File: config.mk
export PLATFORM = sky130hd
export DESIGN_NAME = sq_accum
export DESIGN_NICKNAME = d
export VERILOG_FILES = /design/src/rtl/sq_accum_pkg.sv /design/src/rtl/sq_accum.sv
export SDC_FILE = /design/constraint.sdc
export NUM_CORES = 1
export LEC_CHECK = 0
export BUFFER_PORTS_ARGS = -buffer_cell sky130_fd_sc_hd__buf_2
export CAP_MARGIN = 0
export CORE_MARGIN = 2
export CORE_UTILIZATION = 40
export DETAILED_ROUTE_END_ITERATION = 7
export PLACE_DENSITY = 0.75
export SLEW_MARGIN = 20
export SYNTH_ARGS = -nofsm -noshare
export SYNTH_HDL_FRONTEND = slang
export SYNTH_SLANG_ARGS = --single-unit
File: constraint.sdc
create_clock -name clk -period 2.7 [get_ports clk]
set_input_delay 0.27 -clock clk [delete_from_list [all_inputs] [get_ports clk]]
set_output_delay 0.27 -clock clk [all_outputs]
set_load 0.005 [all_outputs]
File: src/rtl/sq_accum_pkg.sv
// Shared types and constants for the sum-of-squares frame accumulator.
package sq_accum_pkg;

    // Frame FSM: collecting samples, or presenting a finished result.
    typedef enum logic [1:0] {
        ST_IDLE  = 2'd0,
        ST_ACCUM = 2'd1,
        ST_HOLD  = 2'd2
    } state_t;

    // Bit positions inside out_flags.
    localparam int FLAG_OVF   = 0;  // sum carried out of ACC_W this frame
    localparam int FLAG_TRUNC = 1;  // frame closed by MAX_LEN, not in_last
    localparam int FLAG_OVRUN = 2;  // sample offered while busy (sticky)
    localparam int NUM_FLAGS  = 3;

    localparam int DEFAULT_ACC_W = 48;

endpackage : sq_accum_pkg

File: src/rtl/sq_accum.sv
// sq_accum: accumulates unsigned squares from an upstream squarer into
// per-frame sums. A frame ends on in_last or after MAX_LEN samples; the
// result is held until the downstream handshake.
// Build option: define SQ_ACCUM_SAT_EN to clamp the sum at 2^ACC_W-1 on
// overflow (default build wraps modulo 2^ACC_W). Overflow is flagged
// in both builds.
module sq_accum
    import sq_accum_pkg::*;
#(
    parameter  int W       = 17,
    parameter  int ACC_W   = DEFAULT_ACC_W,
    parameter  int MAX_LEN = 1024,
    localparam int DW      = 2*W + 2,
    localparam int CW      = $clog2(MAX_LEN + 1)
) (
    input  logic                 clk,
    input  logic                 rst,
    input  logic                 in_valid,
    input  logic                 in_last,
    input  logic [DW-1:0]        in_data,
    output logic                 in_ready,
    output logic                 out_valid,
    input  logic                 out_ready,
    output logic [ACC_W-1:0]     out_sum,
    output logic [CW-1:0]        out_count,
    output logic [NUM_FLAGS-1:0] out_flags
);

    localparam int SW = ACC_W + 1;

    // The accumulator must hold at least one full sample.
    if (ACC_W < DW) begin : g_bad_acc_w
        $error("sq_accum: ACC_W must be >= 2*W+2");
    end

    state_t               state;
    logic                 hold_q;
    logic [ACC_W-1:0]     acc;
    logic [CW-1:0]        cnt;
    logic [NUM_FLAGS-1:0] flags;

    logic [SW-1:0]        sum_ext;
    logic                 carry;
    logic [ACC_W-1:0]     acc_nxt;
    logic [CW-1:0]        cnt_nxt;
    logic                 len_hit;

    // One-bit-wider add so the carry out of ACC_W is visible; saturate or
    // wrap depending on the build. Once a frame has overflowed in the
    // saturating build it stays pinned at full scale.
    always_comb begin
        sum_ext = {1'b0, acc} + SW'(in_data);
        carry   = sum_ext[ACC_W];
`ifdef SQ_ACCUM_SAT_EN
        acc_nxt = (carry || flags[FLAG_OVF]) ? {ACC_W{1'b1}} : sum_ext[ACC_W-1:0];
`else
        acc_nxt = sum_ext[ACC_W-1:0];
`endif
        cnt_nxt = cnt + CW'(1);
        len_hit = (cnt_nxt == CW'(MAX_LEN));
    end

    // Frame FSM, accumulator, counter and flags. Results live in acc/cnt
    // directly, so they are naturally stable while waiting in HOLD.
    always_ff @(posedge clk) begin
        if (rst) begin
            state  <= ST_IDLE;
            hold_q <= 1'b0;
            acc    <= '0;
            cnt    <= '0;
            flags  <= '0;
        end else begin
            // Anything offered while the result is pending is lost.
            if (in_valid && hold_q)
                flags[FLAG_OVRUN] <= 1'b1;

            case (state)
                ST_IDLE: begin
                    if (in_valid) begin
                        acc              <= ACC_W'(in_data);
                        cnt              <= CW'(1);
                        flags[FLAG_OVF]  <= 1'b0;
                        flags[FLAG_TRUNC] <= !in_last && (MAX_LEN == 1);
                        if (in_last || (MAX_LEN == 1)) begin
                            state  <= ST_HOLD;
                            hold_q <= 1'b1;
                        end else begin
                            state  <= ST_ACCUM;
                        end
                    end
                end
                ST_ACCUM: begin
                    if (in_valid) begin
                        acc <= acc_nxt;
                        cnt <= cnt_nxt;
                        if (carry)
                            flags[FLAG_OVF] <= 1'b1;
                        if (in_last || len_hit) begin
                            flags[FLAG_TRUNC] <= !in_last;
                            state  <= ST_HOLD;
                            hold_q <= 1'b1;
                        end
                    end
                end
                ST_HOLD: begin
                    if (out_ready) begin
                        state  <= ST_IDLE;
                        hold_q <= 1'b0;
                    end
                end
                default: begin
                    state  <= ST_IDLE;
                    hold_q <= 1'b0;
                end
            endcase
        end
    end

    assign in_ready  = !hold_q;
    assign out_valid = hold_q;
    assign out_sum   = acc;
    assign out_count = cnt;
    assign out_flags = flags;

endmodule : sq_accum

# [Word level (Yosys, flattened, before mapping)]
# Cells that the tools add are included.
[word_totals] regBits=65 inputBits=41 out_inout_bits=64 wordCells=52
[classes] add_sub_neg=2 n_eq_ne=9 mux=23 n_reduce_logical=11
[ops] cell="two-way mux 48 bit" n=2
[ops] cell="one-hot mux 48 bit (2 select lines)" n=1
[ops] cell="adder 48 x 36 -> 49 bit" n=1
[ops] cell="two-way mux 11 bit" n=2
[ops] cell="one-hot mux 11 bit (2 select lines)" n=1
[ops] cell="two-way mux 2 bit" n=7
[ops] cell="inequality test 2 bit (second input constant)" n=6
[ops] cell="AND reduction 4 bit" n=3
[ops] cell="adder 11 x 1 -> 11 bit (second input constant)" n=1
[ops] cell="equality test 11 bit (second input constant)" n=1
[ops] cell="two-way mux 1 bit" n=7
[ops] cell="one-hot mux 2 bit (3 select lines)" n=1
[ops] cell="AND reduction 5 bit" n=1
[ops] cell="one-hot mux 2 bit (2 select lines)" n=1
[ops] cell="one-hot mux 1 bit (3 select lines)" n=1
[ops] cell="AND reduction 3 bit" n=1
[ops] cell="equality test 2 x 1 -> 1 bit (second input constant)" n=1
[ops] cell="equality test 2 bit (second input constant)" n=1
[ops] cell="zero test 1 bit" n=2
[ops] cell="zero test 2 bit" n=1
[ops] cell="nonzero test 2 bit" n=1
[ops] cell="logical AND 1 bit" n=1
[ops] cell="logical OR 1 bit" n=1

# [Longest topological paths before layout]
# Gate-level depths: netlist (run 1).
[logic_depth] depth_word=6 ltp_mapped=13 mapped_depth_nobuf=13

# [Worst setup path after synthesis (run 1)]
# Ideal clock, no wire load.
[synth_timing] kind="reg-to-reg" start="register acc[0] (netlist: out_sum[0])" end="register acc[46] (netlist: out_sum[46])" setup_ns=0.116 arrival_ns=2.595 required_ns=2.584 path_slack_ns=-0.011 path_stages_with_launch=14 n_path_buf=0 period_less_slack_ns=2.711 path_cell_list="dfxtp_1 -> ha_1 -> inv_1 -> fa_1 -> nor2b_1 -> o21a_1 -> o211ai_1 -> a31oi_1 -> nor3_1 -> nor3_1 -> o21bai_1 -> a2111oi_1 -> xnor2_1 -> nor2_1"
[synth_between] elab_chain_len=3
[synth_rtl] element="start, declared" line="sq_accum.sv:38" text="logic [ACC_W-1:0] acc;"
[synth_rtl] element="start signal, assigned" line="sq_accum.sv:80" text="acc <= ACC_W'(in_data);"
[synth_rtl] element="start signal, assigned" line="sq_accum.sv:94" text="acc <= acc_nxt;"
[synth_rtl] element="adder 48 x 36 -> 49 bit" line="sq_accum.sv:52" text="sum_ext = {1'b0, acc} + SW'(in_data);"
[synth_rtl] element="two-way mux 48 bit" line="sq_accum.sv:93" text="if (in_valid) begin"
[synth_rtl] element="one-hot mux 48 bit (2 select lines)" line="sq_accum.sv:77" text="case (state)"
# No other way between the ends. The select of a mux whose other input is x is not followed.
# A chain may end at the register's enable or synchronous reset.

# [Worst setup path after layout (run 1)]
# Ends and elaborated chain as after synthesis.

==> results_dict.tcl, run 1 <==
set metrics [dict create \
    outcome "finished, violations left" \
    violations "negative setup slack" \
    p_sw_mw 1.20 \
    hold_buffers 0 \
    synth_simple_gate_area_share_pct 21.1 \
    post_drt_wl_per_cell_um 16.4 \
    gp_congestion 0.873 \
    layout_common_cells "104 x buf_2, 88 x buf_4, 66 x nor2_1, 66 x nand2_1, 61 x a21oi_1" \
    holdCritPathClass "primary input to register" \
    rsz0062_at_grt "true" \
    worstRegToRegCells 14 \
    p_int_mw 2.51 \
    p_per_area_nw_per_um2 538 \
    fp.dieW_um 114 \
    crit_required_ns 2.94 \
    drt_pass1_iterations 5 \
    drv_cap 0 \
    regArea_um2 1310 \
    die-area_um2 13100 \
    hold_start "in_data[31]" \
    timing.rr.end "out_sum[46]" \
    start_util_pct 40.8 \
    track_usage_pct 23.3 \
    via_per_inst 5.68 \
    hpwlAfterDp_um 10300 \
    synth-edff-count 0 \
    syn-num-nets 707 \
    period_minus_slack_ns 2.80 \
    setup_slack_ns -0.0962 \
    crit_path_frequent_cell "nor3_2" \
    coreArea_um2 12000 \
    critPathBufInv 2 \
    cts_sinks 65 \
    post_synth_xor_area_fraction_pct 6.10 \
    fmax_mhz 358 \
    rrSetupSlack_ns -0.1 \
    yosysSeqAreaShare_pct 26.7 \
    combinationalPowerShare_pct 34.6 \
    synth_area_um2 4880 \
    grt_pass1_vias 5096 \
    cp.arrival_ns 3.04 \
    async_flop_share_pct 0 \
    multi_input_area_um2 3800 \
    p_clk_share_pct 36.3 \
    end_kind "register" \
    ys.flop_type "dfxtp_1" \
    setup_viol 9 \
    synthAdderAreaFrac_pct 9.90 \
    ys_ff_latch 65 \
    grt_max_degree 40 \
    via_count 5421 \
    slew_headroom_pct 30.0 \
    slew_violations 0 \
    critPathMaxStageDelay_ns 0.37 \
    grt_pass1_wl_um 24400 \
    rows 40 \
    seq_power_share_pct 29.2 \
    fin_skew_ns 0.00653 \
    period_share_pct 104 \
    cts-root-buf "clkbuf_16" \
    synth.area.mux_share_pct 2.46 \
    synth_warnings 0 \
    drive_gt1_share_pct 36.9 \
    synth_compound_area_share_pct 29.7 \
    clkTransAtPathRegs_ns 0.06 \
    peakVddDrop_v 0.000312 \
    drt_iter0_markers 233 \
    max_slew.worst_pin.slew_ns 1.05 \
    numPlacedInstances 922 \
    ant_nets 0 \
    min_to "out_sum[31]" \
    portBuffers 104 \
    htree_num_levels 3 \
    fill_cells 1061 \
    layout_commonest_cell "buf_2" \
    r2r_start "out_sum[0]" \
    leakage_nw 3.03 \
    synth_cell_types 66 \
    stdcell_count 955 \
    numCtsBuffers 9 \
    clk-insertion-delay-late_ns 0.35 \
    slowest_stage "fa_2" \
    gr-total-overflow 0 \
    netlist_instances 628 \
    cp_cell_sequence "ha_4, inv_2, fa_2, nor2b_4, o21a_1, o211ai_1, a31oi_1, nor3_2, nor3_2, o21bai_1, buf_4, a2111oi_4, xnor2_1, nor2_1" \
    drc 0 \
    cp_max_fo 7 \
    layout.nets 882 \
    antennaDiodeCount 0 \
    wirelength_um 15700 \
    fp.dieH_um 114 \
    switching_share_pct 32.3 \
    startpoint_type "register" \
    cts_tree "yes" \
    synth_top_family_by_area "compound AO/OA/AOI/OAI gates" \
    dp_slack_ns -0.287 \
    hold_viol 0 \
    area_delta_synth_final_pct 41.4 \
    path_class "register to register" \
    antenna_found_initial 1 \
    pin_count 105 \
    synth_area_per_cell_um2 7.77 \
    min_path_cells 3 \
    max-clock-path-buffers 2 \
    worst_path_dominant_cell_family "compound AO/OA/AOI/OAI gates" \
]
-- power groups by stage --
| stage | Sequential [mW] | Clock [mW] | Combinational (mW) |
|---|---|---|---|
| floorplan | 1.09 | 0 | 0.684 |
| global placement | 1.09 | 0 | 1.06 |
| detailed placement | 1.09 | 0 | 1.08 |
| CTS | 1.08 | 1.37 | 1.15 |
| global route | 1.09 | 1.40 | 1.40 |
| finish | 1.08 | 1.35 | 1.28 |
-- timing repair --
item	4_1_cts	5_1_grt
resized for setup	30	52
endpoints found under the setup margin	21	29
setup buffers	9	9
pin swaps	23	38
endpoints found under the hold margin	0	0
-- how the worst max path moves through the flow --
stage | start | to | slack, ns | depth (start not counted)
2_1_floorplan | out_sum[0] | out_sum[18] | 0.04 | 13
3_3_place_gp | in_data[0] | out_sum[46] | -0.23 | 15
3_5_place_dp | in_data[0] | out_sum[28] | -0.29 | 14
4_1_cts | out_sum[5] | out_sum[43] | -0.11 | 11
5_1_grt | out_sum[0] | out_sum[46] | -0.24 | 14
6_report | out_sum[0] | out_sum[46] | -0.1 | 14
-- per-stage QoR --
step	TNS, ns	hold WS (ns)	area [um^2]	util [%]	total power [mW]
finish	-0.470	0.249	6900	57.7	3.71
global route	-2.54	0.249	6900	57.7	3.89
CTS	-0.176	0.221	6580	55.0	3.60
detailed placement	-3.93	0.458	6000	50.2	2.17
global placement	-2.76	0.447	6000	50.2	2.16
floorplan	0	0.414	4880	-	1.77
-- area by class of cell --
type,instances,area share [%]
sequential,65,19.0
inverter,15,0.816
clock inverter,4,1.07
tap,147,2.66
multi-input combinational,518,55.1
timing repair buffer,194,17.4
clock buffer,12,3.86
-- routing by layer --
metal	up-vias	share of wire, %	track usage, %
li1	2677	-	-
met1	2542	46	29.9
met4	2	2.9	10.2
met2	157	46	38.0
met5	-	0.10	0
met3	43	4.8	4.55
-- worst reg2reg max path: stages, from the launching register on --
cell and delay (ns):
dfxtp_2 0.35, ha_4 0.14, inv_2 0.04, fa_2 0.37, nor2b_4 0.13, o21a_1 0.14
o211ai_1 0.13, a31oi_1 0.21, nor3_2 0.10, nor3_2 0.26, o21bai_1 0.10, buf_4 0.19
a2111oi_4 0.32, xnor2_1 0.16, nor2_1 0.05
-- state kept, by name, summed over array words and instances (netlist names) --
signal and flops:
state 2, out_valid 1, out_flags 3, out_sum 48, out_count 11
-- cell usage after synthesis (6+ instances only) --
cell | number | area share [%]
a211oi_1 | 21 | 3.2
a21o_1 | 10 | 1.5
a21oi_1 | 69 | 7.1
a221oi_1 | 7 | 1.3
a31oi_1 | 9 | 1.2
and3_1 | 6 | 0.77
clkbuf_1 | 24 | 1.8
dfxtp_1 | 65 | 27
ha_1 | 37 | 9.5
inv_1 | 14 | 1.1
mux2i_1 | 12 | 2.5
nand2_1 | 67 | 5.2
nand2b_1 | 11 | 1.4
nand3_1 | 14 | 1.4
nor2_1 | 69 | 5.3
nor2b_1 | 8 | 1.0
nor3_1 | 13 | 1.3
o21a_1 | 8 | 1.2
o21ai_0 | 29 | 3.0
o21bai_1 | 7 | 1.1
o221ai_1 | 13 | 2.3
xnor2_1 | 25 | 4.5
xor2_1 | 9 | 1.6
-- logic make-up after synthesis --
logic type | Yosys count
buffers and inverters | 45
XOR/XNOR | 34
multiplexers | 12
flip-flops | 65
adder cells (fa/ha/maj) | 38
AND/OR/NAND/NOR | 218
AO/OA/AOI/OAI | 216
(Power assumes the default switching activity.)
==> inputs of run 2 (changes only) <==
--- a/config.mk
+++ b/config.mk
@@ -10,6 +10,7 @@
 export CORE_MARGIN = 2
 export CORE_UTILIZATION = 40
 export DETAILED_ROUTE_END_ITERATION = 7
+export MAX_ROUTING_LAYER = met4
 export PLACE_DENSITY = 0.75
 export SLEW_MARGIN = 20
 export SYNTH_ARGS = -nofsm -noshare
==> results_dict.tcl, run 2 (synthesized netlist as in run 1, its figures left out) <==
set metrics [dict create \
    coreArea_um2 12000 \
    wirelength_um 15700 \
    cts_tree "yes" \
    leakage_nw 3.03 \
    clk-insertion-delay-late_ns 0.35 \
    dp_slack_ns -0.287 \
    via_count 5413 \
    period_minus_slack_ns 2.81 \
    outcome "finished, violations left" \
    p_sw_mw 1.20 \
    stdcell_count 956 \
    crit_required_ns 2.94 \
    max_slew.worst_pin.slew_ns 1.05 \
    largest_reg_flops 48 \
    holdCritPathClass "primary input to register" \
    die-area_um2 13100 \
    htree_num_levels 3 \
    cp.arrival_ns 3.05 \
    rows 40 \
    period_share_pct 104 \
    drv_cap 0 \
    drc 0 \
    gp_congestion 0.887 \
    final.setup.tns_ns -0.597 \
    startpoint_type "register" \
    p_per_area_nw_per_um2 537 \
    slew_violations 0 \
    finish.utilization_pct 57.7 \
    post_drt_wl_per_cell_um 16.4 \
    layout.nets 882 \
    peakVddDrop_v 0.000312 \
    start_util_pct 40.8 \
    antenna_found_initial 1 \
    via_per_inst 5.66 \
    fin_area_um2 6900 \
    p_int_mw 2.51 \
    layout_commonest_cell "buf_2" \
    ant_nets 0 \
    grt_pass1_wl_um 24400 \
    rsz0062_at_grt "true" \
    p_clk_share_pct 36.2 \
    grt_max_degree 40 \
    cts_sinks 65 \
    grt_pass1_vias 5096 \
    hold_viol 0 \
    setup_slack_ns -0.111 \
    track_usage_pct 24.0 \
    drive_gt1_share_pct 36.9 \
    switching_share_pct 32.3 \
    setup_viol 10 \
    pin_count 105 \
    fin_skew_ns 0.00615 \
    postPlaceCellArea_um2 6000 \
    fmax_mhz 356 \
    path_class "register to register" \
    drt_iter0_markers 271 \
    cp_max_fo 7 \
    hpwlAfterDp_um 10300 \
    violations "negative setup slack" \
    max-clock-path-buffers 2 \
    area_delta_synth_final_pct 41.5 \
    gr-total-overflow 0 \
    numPlacedInstances 922 \
    fp.dieW_um 114 \
    portBuffers 104 \
    combinationalPowerShare_pct 34.6 \
    layout_common_cells "104 x buf_2, 88 x buf_4, 66 x nor2_1, 66 x nand2_1, 61 x a21oi_1" \
    fp.dieH_um 114 \
    cts-root-buf "clkbuf_16" \
    seq_power_share_pct 29.2 \
    end_kind "register" \
    drt_pass1_iterations 4 \
    numCtsBuffers 9 \
    clkTransAtPathRegs_ns 0.06 \
    slew_headroom_pct 30.0 \
]
## run 2: worst paths after layout
| check | from | to | slack (ns) | cells past startpoint |
|---|---|---|---|---|
| hold reg to reg | out_flags[0] | out_flags[0] | 0.47 | 2 |
| setup reg to reg | out_sum[0] | out_sum[46] | -0.11 | 14 |
| setup / recovery | out_sum[0] | out_sum[46] | -0.11 | 14 |
| hold / removal | in_data[31] | out_sum[31] | 0.25 | 3 |
## run 2: worst max-delay path, cell delays in order (launching register included)
cell	delay, ns
dfxtp_2	0.36
ha_4	0.15
inv_2	0.04
fa_2	0.37
nor2b_4	0.13
o21a_1	0.14
o211ai_1	0.13
a31oi_1	0.21
nor3_2	0.10
nor3_2	0.26
o21bai_1	0.10
buf_4	0.19
a2111oi_4	0.32
xnor2_1	0.16
nor2_1	0.05
## run 2: through the flow
stage | total power, mW | hold WS [ns]
after global routing | 3.89 | 0.249
after global placement | 2.16 | 0.447
after CTS | 3.60 | 0.221
after floorplan | 1.77 | 0.414
after detailed placement | 2.17 | 0.458
final | 3.71 | 0.250
## run 2: area by class of cell
| class | instances | area (um^2) |
|---|---|---|
| repair buffers | 194 | 1200 |
| clock inverters | 4 | 73.8 |
| diodes | 1 | 2.50 |
| fillers | 1060 | 5060 |
| multi-input cells | 518 | 3800 |
| flip-flops and latches | 65 | 1310 |
| inverters | 15 | 56.3 |
| well taps | 147 | 184 |
| clock buffers | 12 | 267 |
## run 2: routing by layer
metal  global-route usage [%]  part of all wire (%)
met1                     30.1                    46
met3                     4.24                   4.9
met4                     10.2                   2.8
met2                     37.9                    46
met5                        -                     0
## run 2: power groups by stage
stage               Combinational, mW  Clock, mW  Sequential [mW]
global route                     1.40       1.40             1.09
finish                           1.28       1.35             1.08
detailed placement               1.08          0             1.09
floorplan                       0.684          0             1.09
CTS                              1.15       1.37             1.08
global placement                 1.06          0             1.09
## run 2: timing repair
item	4_1_cts	5_1_grt
gates resized for setup	30	52
hold endpoints to repair	0	0
setup endpoints to repair	21	29
pin swaps	23	38
hold buffers	0	0
buffers inserted	9	9
==> inputs of run 3 (changes only) <==
--- a/config.mk
+++ b/config.mk
@@ -5,13 +5,16 @@
 export SDC_FILE = /design/constraint.sdc
 export NUM_CORES = 1
 export LEC_CHECK = 0
+export ABC_CLOCK_PERIOD_IN_PS = 2700
 export BUFFER_PORTS_ARGS = -buffer_cell sky130_fd_sc_hd__buf_2
 export CAP_MARGIN = 0
+export CELL_PAD_IN_SITES_DETAIL_PLACEMENT = 0
+export CELL_PAD_IN_SITES_GLOBAL_PLACEMENT = 1
 export CORE_MARGIN = 2
-export CORE_UTILIZATION = 40
+export CORE_UTILIZATION = 36
 export DETAILED_ROUTE_END_ITERATION = 7
 export MAX_ROUTING_LAYER = met4
-export PLACE_DENSITY = 0.75
+export PLACE_DENSITY = 0.88
 export SLEW_MARGIN = 20
 export SYNTH_ARGS = -nofsm -noshare
 export SYNTH_HDL_FRONTEND = slang
==> results_dict.tcl, run 3 (synthesized netlist as in run 1, its figures left out) <==
set metrics [dict create \
    outcome "finished, violations left" \
    violations "negative setup slack" \
    coreArea_um2 13200 \
    gr-total-overflow 0 \
    fp.dieH_um 120 \
    fin_skew_ns 0.00881 \
    crit_required_ns 2.98 \
    period_share_pct 104 \
    drv_cap 0 \
    stdcell_count 987 \
    holdCritPathClass "primary input to register" \
    grt_max_degree 30 \
    clkTransAtPathRegs_ns 0.06 \
    gp_congestion 0.876 \
    hold_buffers 0 \
    cp_max_fo 3 \
    cts_sinks 65 \
    critPathMaxStageDelay_ns 0.48 \
    slew_headroom_pct 26.4 \
    cp.arrival_ns 3.09 \
    cp_cell_sequence "ha_4, a211oi_4, nor3_2, o2111ai_2, a211oi_2, o2111ai_2, nand3b_4, o211ai_4, and4b_1, or4_1, a21oi_2" \
    fmax_mhz 355 \
    dp_slack_ns -0.386 \
    setup_viol 6 \
    via_per_inst 5.40 \
    grt_pass1_wl_um 24800 \
    hpwlAfterDp_um 10800 \
    leakage_nw 3.03 \
    hold_viol 0 \
    portBuffers 104 \
    antennaDiodeCount 0 \
    met1_usage_pct 27.7 \
    numPlacedInstances 948 \
    start_util_pct 36.8 \
    max-clock-path-buffers 2 \
    max_slew.worst_pin.slew_ns 1.10 \
    drt_pass1_iterations 4 \
    setup_slack_ns -0.115 \
    rsz0062_at_grt "true" \
    via_count 5331 \
    end_kind "register" \
    fill_cells 1273 \
    startpoint_type "register" \
    slew_violations 0 \
    crit_path_frequent_cell "o2111ai_2" \
    cts-root-buf "clkbuf_16" \
    drive_gt1_share_pct 37.0 \
    clk-insertion-delay-late_ns 0.34 \
    peakVddDrop_v 0.000275 \
    area_delta_synth_final_pct 43.4 \
    largest_reg_flops 48 \
    drt_iter0_markers 227 \
    track_usage_pct 21.6 \
    htree_num_levels 3 \
    wirelength_um 15100 \
    worst_path_dominant_cell_family "simple AND/OR/NAND/NOR gates" \
    layout_commonest_cell "buf_2" \
    cts_tree "yes" \
    critPathBufInv 0 \
    rows 42 \
    antenna_found_initial 0 \
    numCtsBuffers 9 \
    ant_nets 0 \
    busiest_layer "met2" \
    slowest_stage "or4_1" \
    post_drt_wl_per_cell_um 15.3 \
    die-area_um2 14500 \
    period_minus_slack_ns 2.82 \
    pin_count 105 \
    grt_pass1_vias 5094 \
    met2_usage_pct 33.9 \
    layout_common_cells "104 x buf_2, 89 x buf_4, 67 x nor2_1, 66 x nand2_1, 62 x a21oi_1" \
    use_met3_pct 3.25 \
    path_class "register to register" \
    p_per_area_nw_per_um2 517 \
    drc 0 \
    fp.dieW_um 120 \
    layout.nets 885 \
]
run 3: power breakdown:
| part | internal, mW | total (mW) | switching [mW] |
|---|---|---|---|
| sequential | 1.02 | 1.09 | 0.0630 |
| combinational | 0.606 | 1.27 | 0.661 |
| clock | 0.807 | 1.27 | 0.458 |
| total | 2.44 | 3.62 | 1.18 |
run 3: final cells by class:
type	instances	area, um^2	share of cell area, %
multi-input cells	518	3850	55.0
flip-flops and latches	65	1310	18.7
repair buffers	197	1240	17.8
clock buffers	9	225	3.22
well taps	176	220	3.15
clock inverters	7	95.1	1.36
inverters	15	56.3	0.805
run 3: repair_timing:
action	in CTS	in global routing
buffers inserted	17	9
pin swaps	32	47
gates resized for setup	46	41
setup endpoints to repair	27	30
endpoints found under the hold margin	0	0
run 3: through the flow:
stage	hold WS (ns)	power, mW	area (um^2)	TNS (ns)	util [%]
after CTS	0.236	3.54	6730	-0.354	50.8
after detailed placement	0.458	2.17	6010	-5.88	45.4
after floorplan	0.414	1.77	4880	0	-
final	0.246	3.62	7000	-0.318	52.8
after global placement	0.449	2.16	6010	-3.53	45.4
after global routing	0.238	3.82	7000	-2.88	52.8
run 3: tightest hold or removal path: stages:
cell and delay, ns:
buf_2 0.11, o221ai_1 0.11, nand2_1 0.07
run 3: final timing paths:
path,slack [ns],endpoint,start,cells past startpoint
worst max-delay path,-0.12,out_sum[43],out_sum[1],11
worst min-delay path,0.25,out_sum[31],in_data[31],3
worst max register to register,-0.12,out_sum[43],out_sum[1],11
worst min register to register,0.47,out_flags[2],out_flags[2],2
run 3: routing by layer:
layer	part of all wire, %	up-vias	routed length [um]
met2	46	130	6900
li1	-	2685	-
met1	47	2488	7140
met3	4.1	28	613
met4	2.7	0	406
met5	0	-	0
